[config.mk]
export PLATFORM = sky130hd
export DESIGN_NAME = branch_update_unit
export DESIGN_NICKNAME = d
export VERILOG_FILES = /design/src/rtl/branch_update_unit.sv
export SDC_FILE = /design/constraint.sdc
export NUM_CORES = 1
export LEC_CHECK = 0
export BUFFER_PORTS_ARGS = -buffer_cell sky130_fd_sc_hd__buf_4
export CAP_MARGIN = 40
export CORE_MARGIN = 10
export CORE_UTILIZATION = 52
export DETAILED_ROUTE_END_ITERATION = 7
export HOLD_SLACK_MARGIN = 0.15
export PLACE_DENSITY = 0.75
export SYNTH_ARGS = -nofsm -noshare
export SYNTH_HDL_FRONTEND = slang
export SYNTH_SLANG_ARGS = --single-unit
[constraint.sdc]
create_clock -name clk -period 3.04 [get_ports clk]
set_clock_uncertainty 0.05 [all_clocks]
set_input_delay 0 -clock clk [delete_from_list [all_inputs] [get_ports clk]]
set_output_delay 0 -clock clk [all_outputs]
set_load 0.1 [all_outputs]
[src/rtl/branch_update_unit.sv]
// branch_update_unit: branch-result intake, redirect/flush FSM and predictor update FIFO (BRANCH_STATS_EN adds counters)
module branch_update_unit #(
  parameter int WIDTH = 31,
  parameter int PHT_BITS = 8,
  parameter int DEPTH = 4,
  parameter int FLUSH_CYCLES = 2
) (
  input  logic                clk,
  input  logic                reset,
  input  logic                request,
  output logic                branchReady,
  input  logic                isBranch,
  input  logic                takenBranch,
  input  logic                mispredict,
  input  logic                writeBTB,
  input  logic [1:0]          nextState,
  input  logic [PHT_BITS-1:0] phtIndex,
  input  logic [WIDTH:0]      fetchPC,
  input  logic [WIDTH:0]      correctAddress,
  output logic                fetchRedirect,
  output logic [WIDTH:0]      redirectPC,
  output logic                flush,
  input  logic                tableStall,
  output logic                phtWrite,
  output logic [PHT_BITS-1:0] phtWrIndex,
  output logic [1:0]          phtWrData,
  output logic                btbWrite,
  output logic [WIDTH:0]      btbWrPC,
  output logic [WIDTH:0]      btbWrTarget,
  output logic                btbWrValid,
  output logic [PHT_BITS-1:0] ghr
`ifdef BRANCH_STATS_EN
  ,
  output logic [31:0]         branchCount,
  output logic [31:0]         mispredictCount
`endif
);
  localparam int AW = $clog2(DEPTH);
  localparam int HW = FLUSH_CYCLES > 1 ? $clog2(FLUSH_CYCLES) : 1;
  typedef enum logic [1:0] {IDLE, REDIRECT, HOLD} state_t;
  typedef struct packed {
    logic                br;
    logic                tk;
    logic                wb;
    logic [1:0]          ns;
    logic [PHT_BITS-1:0] idx;
    logic [WIDTH:0]      pc;
    logic [WIDTH:0]      tgt;
  } entry_t;
  state_t state, state_nx;
  logic [HW-1:0] hold_cnt, hold_nx;
  entry_t mem [DEPTH];
  entry_t head;
  logic [AW-1:0] wp, rp;
  logic [AW:0] count;
  logic accept, enq, deq;
  assign head = mem[rp];
  assign branchReady = (state == IDLE) && (count != (AW+1)'(DEPTH));
  assign accept = request && branchReady;
  assign enq = accept && (isBranch || writeBTB);
  assign deq = (count != '0) && !tableStall;
  assign fetchRedirect = state == REDIRECT;
  assign flush = state == REDIRECT;
  always_comb begin
    state_nx = state;
    hold_nx = hold_cnt;
    case (state)
      IDLE: state_nx = accept && mispredict ? REDIRECT : IDLE;
      REDIRECT: begin
        state_nx = HOLD;
        hold_nx = HW'(FLUSH_CYCLES - 1);
      end
      HOLD: begin
        state_nx = hold_cnt == '0 ? IDLE : HOLD;
        hold_nx = hold_cnt - 1'b1;
      end
      default: state_nx = IDLE;
    endcase
  end
  always_ff @(posedge clk)
    if (enq) mem[wp] <= {isBranch, takenBranch, writeBTB, nextState, phtIndex, fetchPC, correctAddress};
  always_ff @(posedge clk) begin
    if (reset) begin
      state <= IDLE;
      hold_cnt <= '0;
      wp <= '0;
      rp <= '0;
      count <= '0;
      ghr <= '0;
      redirectPC <= '0;
      phtWrite <= 1'b0;
      phtWrIndex <= '0;
      phtWrData <= '0;
      btbWrite <= 1'b0;
      btbWrPC <= '0;
      btbWrTarget <= '0;
      btbWrValid <= 1'b0;
    end else begin
      state <= state_nx;
      hold_cnt <= hold_nx;
      if (accept && mispredict) redirectPC <= correctAddress;
      if (enq) wp <= wp + 1'b1;
      if (deq) rp <= rp + 1'b1;
      count <= count + (AW+1)'(enq) - (AW+1)'(deq);
      phtWrite <= deq && head.br;
      btbWrite <= deq && head.wb;
      if (deq) begin
        phtWrIndex <= head.idx;
        phtWrData <= head.ns;
        btbWrPC <= head.pc;
        btbWrTarget <= head.tgt;
        btbWrValid <= head.tk;
        if (head.br) ghr <= {ghr[PHT_BITS-2:0], head.tk};
      end
    end
  end
`ifdef BRANCH_STATS_EN
  always_ff @(posedge clk) begin
    if (reset) begin
      branchCount <= '0;
      mispredictCount <= '0;
    end else begin
      if (accept && isBranch) branchCount <= branchCount + 32'd1;
      if (accept && mispredict) mispredictCount <= mispredictCount + 32'd1;
    end
  end
`endif
endmodule
==> metrics.cfg, run 1 <==
[status]
status = completed

[power_and_ir_drop]
p_int_mw = 12.0
p_leak_nw = 7.19
switchingPower_mw = 6.48
p_seq_share_pct = 40.0
ir_worst_vdd_mv = 0.500
p_per_area_nw_per_um2 = 898
clkPwrFrac_pct = 29.7
p_comb_share_pct = 30.3
switching_share_pct = 35.0
finalPower_mw = 18.5

[grt]
grt_use_met3_pct = 4.36
antenna_found_initial = 4
grt_usage_pct = 19.0
grt_overflow = 0
grt_max_degree = 81
met1_usage_pct = 24.7
busiest_layer = met2
grtUsageMet2_pct = 31.7
grt_pass1_wl_mm = 58.1
grt_pass1_vias = 10200

[setup_path]
crit_path_max_incr_delay_ns = 0.37
crit_top_cell = inv_1
reg2reg_slack_ns = 0.48
cp_cell_sequence = inv_1 > ha_1 > o2111a_1 > inv_1 > ha_1 > inv_1 > ha_1 > inv_1 > fa_1 > xor2_1 > and2_1 > nor3_1
crit_slowest_cell = o2111a_1
crit_arrival_ns = 2.94
cp_max_fo = 7
crit_required_ns = 3.43
crit_type = reg -> reg
crit_path_start_kind = flop
end_kind = flop

[cts]
clk_pin_slew_worst_paths_ns = 0.06
cts_tree = yes
cts_buffer_depth = 3
cts_setup_buffers = 0
clock-root-buffer = clkbuf_16
cts_sinks = 437
cts_buffers = 44
ctsHtreeMaxLevel = 2
clkLatencyLatePin_ns = 0.53

[sta]
relSlewSlack_pct = 43.2
drv_slew = 0
period_minus_slack_ns = 2.56
tightest_slew_ns = 0.852
finalCritPeriodShare_pct = 84.1
setup_violations = 0
holdWs_ns = 0.172
hold_violations = 0
fin_setup_tns_ns = 0
rsz0062_at_grt = false
fmax_mhz = 391

[routing]
wl_per_cell_um = 21.9
drc = 0
dr.pass1.iters = 4
wl_mm = 37.1
drt_iter0_markers = 615
ant_nets = 0
viasPerCell = 5.61
vias = 9498

[floorplan]
fp-row-count = 64
coreArea_um2 = 30800
initial_utilization_pct = 53.1
dieWidth_um = 197
die_area_um2 = 39000
die_y_um = 197
io_pins = 202

[final_layout]
num-fill-cells = 2089
regArea_um2 = 11800
syn_to_final_growth_pct = 25.8
drive_above_1_share_pct = 29.2
layout.nets = 1355
multi_input_area_um2 = 4140

[logic_synthesis]
synth_edf_count = 308
yosysTopAreaCellShare_pct = 56.5
yosysSeqAreaShare_pct = 72.3
yosysMostFrequentCell = edfxtp_1
synthTopCellsByCount = 308 x edfxtp_1, 129 x dfxtp_1, 78 x a21oi_1
yosys.area.top_type = edfxtp_1
synthCells = 987
ys_seq_elements = 437
synth_area_leaders = edfxtp_1 56%, dfxtp_1 16%, mux4_2 11%, nand2b_1 2.9%, mux2i_1 2.5%
yosysWarnings = 0
yosysUniqueCellTypes = 35
syn_area_per_cell_um2 = 16.6
async_flop_share_pct = 0
synth_flop_cell = edfxtp_1
synth_nets = 1080
synth_area_um2 = 16400

[placement]
hpwl_mm = 21.9
io_buffers = 201
gp_congestion = 0.697

[worst_hold_path]
hold_path_class = in -> reg

[run]
timing.max_cap.violations = 0

==> placed cells by master, fill, tap and decap left out, types with 4 or more instances in the layout <==
cell	Yosys	layout
edfxtp_1	308	308
buf_4	2	215
dfxtp_1	129	127
dlygate4sd3_1	0	80
a21oi_1	78	78
mux4_2	77	77
nand3_1	77	77
o21ai_0	77	77
nand2b_1	75	75
clkbuf_16	0	45
mux2i_1	41	41
ha_1	10	10
buf_12	0	9
inv_1	9	8
clkinv_2	0	8
nor2_1	7	7
clkbuf_1	40	7
clkinv_1	0	7
bufinv_16	0	6
clkbuf_8	0	5
and2_4	0	4
==> critical path: cells and delay by family, from the launching register on <==
| kind | cells | cell delay, ns |
|---|---|---|
| AND/OR/NAND/NOR | 2 | 0.29 |
| adder cells (fa/ha/maj) | 4 | 0.97 |
| XOR/XNOR | 1 | 0.16 |
| AO/OA/AOI/OAI | 1 | 0.37 |
| buffers and inverters | 4 | 0.28 |
| flip-flops | 1 | 0.34 |
==> cell families after synthesis <==
family	after synthesis	share of synthesized area (%)
buf+inv	84	2.59
simple gates	177	6.14
fa+ha+maj	11	0.887
mux	119	13.2
flops	437	72.3
compound gates	158	4.89
xor+xnor	1	0.0535
==> power by group through the flow <==
stage | logic [mW] | registers [mW] | clock network [mW]
final | 5.61 | 7.40 | 5.49
after global placement | 5.52 | 7.48 | 0
after detailed placement | 5.57 | 7.52 | 0
after global routing | 5.93 | 7.46 | 5.82
after CTS | 5.67 | 7.40 | 5.58
after floorplan | 2.08 | 9.66 | 0
==> state kept, by name (all words and copies together), names as in the netlist, 2 cells and up, named ones only <==
signal       cells
mem            308
btbWrPC         32
btbWrTarget     32
redirectPC      32
ghr              8
phtWrIndex       8
count            3
phtWrData        2
rp               2
state            2
wp               2
==> metal layers <==
| layer | part of all wire, % | wire length [µm] | vias to the layer above |
|---|---|---|---|
| li1 | - | - | 4333 |
| met5 | 0.073 | 27 | - |
| met1 | 41 | 15300 | 4809 |
| met3 | 7.0 | 2580 | 45 |
| met4 | 1.4 | 536 | 4 |
| met2 | 50 | 18600 | 307 |
==> timing repair <==
item | CTS | global route
endpoints found under the hold margin | 401 | 0
gates resized for setup | 0 | 0
hold buffers | 80 | 0
==> through the flow <==
step / setup slack [ns] / cell area, µm² / util, % / cells
2_1_floorplan: 0.486 / 16400 / - / 987
3_3_place_gp: 0.576 / 18300 / 59.4 / 1532
3_5_place_dp: 0.506 / 18300 / 59.4 / 1532
4_1_cts: 0.477 / 20600 / 66.8 / 1692
5_1_grt: 0.255 / 20600 / 66.8 / 1694
6_report: 0.484 / 20600 / 66.8 / 1694
==> cell type report <==
cell class              count  area share [%]
clock buffers              57            5.93
diodes                      2          0.0243
inverters                   9           0.164
repair buffers            304            12.6
well taps                 396            2.41
clock inverters            23            1.28
flip-flops and latches    437            57.5
multi-input cells         466            20.1
==> worst paths after layout <==
| path | startpoint | endpoint | cells after the start |
|---|---|---|---|
| hold reg to reg | redirectPC[20] | redirectPC[20] | 2 |
| setup / recovery | state[0] | count[2] | 12 |
| hold / removal | fetchPC[26] | mem[2][58] | 2 |
| setup reg to reg | state[0] | count[2] | 12 |
Note: power is estimated with default switching activity, not from simulation.
==> inputs of run 2 (changes only) <==
Clock period 3.04 ns to 2.3 ns, I/O delays scaled along.
==> run 2 against run 1 <==
  * Non-clock buffer count increased by 16
  * Total power rose by 28%
  * Global-route usage shrank 0.20 points
  * Core utilization hardly changed
  * Routed wire length is 0.98% lower
  * Flip-flop and latch count is the same
  * Cell area hardly changed
  * Cell count is 0.89% higher
  * Die area unchanged
  * Sequential share of layout area is essentially flat
  * Combinational power increased by 35%
  * Clock power grew 17%
==> metrics.cfg, run 2 (same netlist as run 1, synthesis figures left out) <==
[floorplan]
die_y_um = 197  ; unchanged
coreArea_um2 = 30800  ; unchanged
fp-row-count = 64  ; unchanged
die_area_um2 = 39000  ; unchanged
dieWidth_um = 197  ; unchanged
initial_utilization_pct = 53.1  ; unchanged
io_pins = 202  ; unchanged

[cts]
clkLatencyLatePin_ns = 0.53  ; about the same
cts_tree = yes
clk_pin_slew_worst_paths_ns = 0.06  ; about the same
clock-root-buffer = clkbuf_16
cts_setup_buffers = 0  ; unchanged
cts_sinks = 437  ; unchanged
cts_buffers = 43  ; -2.3%
ctsHtreeMaxLevel = 2  ; unchanged
cts_buffer_depth = 3  ; unchanged

[final_layout]
layout.nets = 1370  ; +1.1%
largest_reg_flops = 308  ; unchanged
fin_area_um2 = 20600  ; about the same
regMostFlops = mem
mostFrequentLayoutCells = 308 x edfxtp_1, 225 x buf_4, 125 x dfxtp_1
final_cells = 1709  ; +0.89%
utilization_pct = 66.8  ; about the same
layout_commonest_cell = edfxtp_1
syn_to_final_growth_pct = 25.8  ; about the same
drive_above_1_share_pct = 30.0  ; +0.76 points

[power_and_ir_drop]
p_seq_share_pct = 41.0  ; +1.0 points
clkPwrFrac_pct = 27.0  ; -2.7 points
p_comb_share_pct = 31.9  ; +1.6 points
p_per_area_nw_per_um2 = 1150  ; +28%
switchingPower_mw = 8.51  ; +31%
switching_share_pct = 35.9  ; +0.85 points
p_leak_nw = 7.20  ; about the same
p_int_mw = 15.2  ; +26%
ir_worst_vdd_mv = 0.841  ; +68%

[setup_path]
path_buf_inv = 3  ; -1
crit_path_max_incr_delay_ns = 0.39  ; +0.02 ns
crit_type = reg -> reg
crit_arrival_ns = 2.65  ; -0.29 ns
reg2reg_slack_ns = 0.04  ; -0.44 ns
crit_path_start_kind = flop
cp-startpoint = count[1]
end_kind = flop
crit_slowest_cell = or3b_4
crit_required_ns = 2.69  ; -0.74 ns
cp_top_family = adder cells
cp_max_fo = 3  ; -4
cp_cell_sequence = or3b_4 > o2111a_2 > inv_1 > ha_1 > inv_1 > ha_1 > inv_1 > fa_2 > xor2_1 > and2_1 > nor3_1
crit_top_cell = inv_1
reg2reg_from = count[1]

[status]
status = completed

[routing]
ant_nets = 0  ; unchanged
drt_iter0_markers = 602  ; -2.1%
drc = 0  ; unchanged
wl_per_cell_um = 21.5  ; -1.8%
dr.pass1.iters = 4  ; unchanged
wl_mm = 36.7  ; -0.98%
vias = 9565  ; +0.71%
viasPerCell = 5.60  ; -0.18%

[placement]
gp_congestion = 0.722  ; +3.6%
placed_cells = 1548  ; +1.0%
place_area_um2 = 18500  ; +1.1%
hpwl_mm = 22.1  ; +0.94%
dpl_worst_slack_ns = -0.00474  ; -0.511 ns
io_buffers = 201  ; unchanged

[sta]
hold_violations = 0  ; unchanged
relSlewSlack_pct = 43.5  ; +0.32 points
fmax_mhz = 443  ; +13%
setup_ws_ns = 0.0414  ; -0.443 ns
setup_violations = 0  ; unchanged
drv_slew = 0  ; unchanged
finalCritPeriodShare_pct = 98.2  ; +14 points
period_minus_slack_ns = 2.26  ; -0.297 ns
rsz0062_at_grt = true
holdWs_ns = 0.169  ; -0.00261 ns
tightest_slew_ns = 0.847  ; -0.00481 ns

[grt]
grt_overflow = 0  ; unchanged
antenna_found_initial = 3  ; -1
grt_pass1_vias = 10000  ; -1.6%
grt_usage_pct = 18.8  ; -0.20 points
grt_max_degree = 81  ; unchanged
grt_pass1_wl_mm = 57.5  ; -1.1%

[run]
timing.max_cap.violations = 0  ; unchanged

[worst_hold_path]
hp-start = fetchPC[5]
hold_path_class = in -> reg

## run 2: cell count changes in the layout (fill, tap and decap cells not counted), sizes merged
cell and delta:
buf +16, bufinv -6, clkbuf +3, clkinv +1
clkinvlp -1, diode +1, inv +1
## run 2: metrics by stage
step	setup TNS [ns]	total power, mW
after floorplan	-1.07	15.5
after detailed placement	-0.00474	17.4
after global placement	0	17.3
final	0	23.7
after global routing	-0.0854	24.7
after CTS	0	23.9
## run 2: layer usage
metal / share of wire, % / GRT usage (%) / vias up
met5: 0 / 0 / -
met4: 2.2 / 5.33 / 0
met3: 6.1 / 3.76 / 52
met2: 50 / 31.7 / 278
met1: 41 / 24.3 / 4868
li1: - / - / 4367
## run 2: what timing repair did
| item | in CTS | in global routing |
|---|---|---|
| hold endpoints to repair | 398 | 0 |
| endpoints found under the setup margin | 1 | 1 |
| gates resized for setup | 4 | 0 |
| pin swaps | 0 | 0 |
| hold buffers | 80 | 0 |
## run 2: power by group through the flow
stage	registers (mW)	logic, mW	clock network, mW
after detailed placement	9.88	7.52	0
after global routing	9.80	8.00	6.85
after CTS	9.72	7.66	6.51
after floorplan	12.8	2.76	0
final	9.72	7.57	6.41
after global placement	9.84	7.46	0
## run 2: cell type report
class | instances | area (µm²)
flip-flops and latches | 437 | 11800
fillers | 2066 | 10200
multi-input cells | 466 | 4150
repair buffers | 320 | 2790
clock buffers | 60 | 1190
well taps | 396 | 495
clock inverters | 18 | 87.6
inverters | 9 | 33.8
diodes | 3 | 7.51
## run 2: worst reg2reg max path, stage by stage, from the launching register on
cell and delay [ns]:
dfxtp_2 0.32, or3b_4 0.39, o2111a_2 0.15, inv_1 0.05, ha_1 0.22, inv_1 0.06, ha_1 0.13, inv_1 0.05
fa_2 0.34, xor2_1 0.16, and2_1 0.15, nor3_1 0.12
## run 2: path summary, 6_finish.rpt
| path | end | cells past startpoint |
|---|---|---|
| setup / recovery | count[2] | 11 |
| hold / removal | mem[1][37] | 2 |
| setup reg to reg | count[2] | 11 |
| hold reg to reg | redirectPC[6] | 2 |
==> inputs of run 3 (changes only) <==
Settings changed: CORE_UTILIZATION 52 to 62, PLACE_DENSITY 0.75 to 0.84.
Clock period 2.3 ns to 2.7 ns, I/O delays scaled along.
==> run 3 against run 2 <==
  * Sequential share of layout area up 0.26 points
  * Non-clock buffer count is 8 lower
  * Critical endpoint unchanged
  * Maximum frequency is 8.5% lower
  * Register-to-register slack improved by 0.19 ns
  * Critical path type unchanged
  * Highest routed layer is now met5
  * Sequential power shrank 14%
  * Cell count is 4.1% lower
  * Combinational power decreased by 15%
==> metrics.cfg, run 3 (same netlist as run 1, synthesis figures left out) <==
[placement]
hpwl_mm = 23.0  ; +4.0%
gp_congestion = 0.756  ; +4.6%
dpl_worst_slack_ns = 0.162  ; +0.167 ns
io_buffers = 201  ; unchanged

[power_and_ir_drop]
p_comb_share_pct = 31.2  ; -0.7 points
clkPwrFrac_pct = 28.3  ; +1.3 points
p_seq_share_pct = 40.5  ; -0.5 points
p_per_area_nw_per_um2 = 1000  ; -13%
switchingPower_mw = 7.35  ; -14%
p_leak_nw = 7.18  ; -0.21%
p_int_mw = 13.3  ; -13%
switching_share_pct = 35.7  ; -0.25 points
ir_worst_vdd_mv = 0.929  ; +10%

[sta]
period_minus_slack_ns = 2.47  ; +0.209 ns
tightest_slew_ns = 0.858  ; +0.0107 ns
setup_violations = 0  ; unchanged
holdWs_ns = 0.176  ; +0.00664 ns
finalCritPeriodShare_pct = 91.4  ; -6.8 points
rsz0062_at_grt = false
hold_violations = 0  ; unchanged
fmax_mhz = 405  ; -8.5%
drv_slew = 0  ; unchanged
relSlewSlack_pct = 42.8  ; -0.71 points
setup_ws_ns = 0.233  ; +0.191 ns
fin_setup_tns_ns = 0  ; unchanged

[floorplan]
dieWidth_um = 183  ; -7.6%
initial_utilization_pct = 62.8  ; +9.7 points
io_pins = 202  ; unchanged
die_area_um2 = 33300  ; -15%
coreArea_um2 = 26100  ; -15%
die_y_um = 183  ; -7.6%
fp-row-count = 59  ; -7.8%

[final_layout]
num-fill-cells = 1368  ; -34%
regMostFlops = mem
utilization_pct = 78.7  ; +12 points
layout_commonest_cell = edfxtp_1
layout.nets = 1361  ; -0.66%
mostFrequentLayoutCells = 308 x edfxtp_1, 221 x buf_4, 126 x dfxtp_1
largest_reg_flops = 308  ; unchanged
syn_to_final_growth_pct = 25.2
drive_above_1_share_pct = 29.5  ; -0.48 points

[grt]
grt_usage_pct = 22.9  ; +4.1 points
grt_overflow = 0  ; unchanged
grt_max_degree = 88  ; +8.6%
grt_pass1_wl_mm = 60.3  ; +4.8%
grt_pass1_vias = 10600  ; +6.1%
antenna_found_initial = 4  ; +1

[run]
timing.max_cap.violations = 0  ; unchanged

[cts]
cts_buffers = 42  ; -2.3%
cts_buffer_depth = 3  ; unchanged
ctsHtreeMaxLevel = 2  ; unchanged
clkLatencyLatePin_ns = 0.52  ; about the same
clock-root-buffer = clkbuf_16
cts_tree = yes
cts_sinks = 437  ; unchanged
clk_pin_slew_worst_paths_ns = 0.06  ; about the same

[routing]
viasPerCell = 6.02  ; +7.6%
dr.pass1.iters = 5  ; +1
drc = 0  ; unchanged
ant_nets = 0  ; unchanged
drt_iter0_markers = 821  ; +36%
wl_per_cell_um = 23.7  ; +10%
wl_mm = 38.8  ; +5.6%
vias = 9874  ; +3.2%

[setup_path]
end_kind = flop
crit_arrival_ns = 2.85  ; +0.20 ns
crit_type = reg -> reg
cp_max_fo = 6  ; +3
crit_path_start_kind = flop
crit_required_ns = 3.08  ; +0.39 ns

[worst_hold_path]
hold_path_class = in -> reg

[status]
status = completed

run 3: cell types whose count changed in the layout (fill, tap and decap cells not counted), sizes merged:
cell	change
buf	-8
clkinvlp	+2
clkinv	-12
bufinv	+2
clkbuf	+7
run 3: repair_timing:
item,in CTS,in global routing
setup endpoints to repair,0,1
hold endpoints to repair,393,0
hold buffers,80,0
resized for setup,0,2
buffers inserted,0,2
run 3: stage by stage:
| step | cells | total power, mW | area [µm²] |
|---|---|---|---|
| after global placement | 1477 | 14.6 | 18300 |
| final | 1639 | 20.6 | 20500 |
| after detailed placement | 1477 | 14.8 | 18300 |
| after floorplan | 987 | 13.2 | 16400 |
| after CTS | 1634 | 20.7 | 20500 |
| after global routing | 1639 | 21.3 | 20500 |
run 3: layer usage:
layer	wire, µm	share of wire, %	vias up	track usage (%)
met4	873	2.3	2	7.42
met1	14300	37	5001	27.5
met3	3180	8.2	73	5.84
met2	20400	53	440	39.7
li1	-	-	4358	-
met5	13	0.034	-	0
run 3: power groups by stage:
stage / combinational [mW] / clock (mW) / sequential (mW)
detailed placement: 6.30 / 0 / 8.47
finish: 6.43 / 5.82 / 8.35
global route: 6.74 / 6.12 / 8.42
global placement: 6.19 / 0 / 8.42
floorplan: 2.34 / 0 / 10.9
CTS: 6.43 / 5.88 / 8.34
run 3: final timing paths:
path                        from        endpoint  slack [ns]  cells past startpoint
setup / recovery        count[1]        count[2]        0.23                     11
hold / removal       phtIndex[2]      mem[0][66]        0.18                      2
setup reg to reg        count[1]        count[2]        0.23                     11
hold reg to reg   redirectPC[18]  redirectPC[18]        0.42                      2
run 3: area by class of cell:
type	instances	area (µm²)	area share, %
tap	335	419	2.04
clock buffer	67	1280	6.24
clock inverter	10	108	0.525
multi-input combinational	466	4140	20.2
antenna	3	7.51	0.0366
timing repair buffer	312	2680	13.1
inverter	9	33.8	0.165
sequential	437	11800	57.7
run 3: critical path, cell delays in order, from the launching register on:
cell,delay (ns)
dfxtp_1,0.38
or3b_1,0.43
o2111a_2,0.19
inv_1,0.06
ha_1,0.22
inv_1,0.05
ha_1,0.13
inv_1,0.05
fa_1,0.37
xor2_1,0.16
and2_1,0.15
nor3_1,0.14
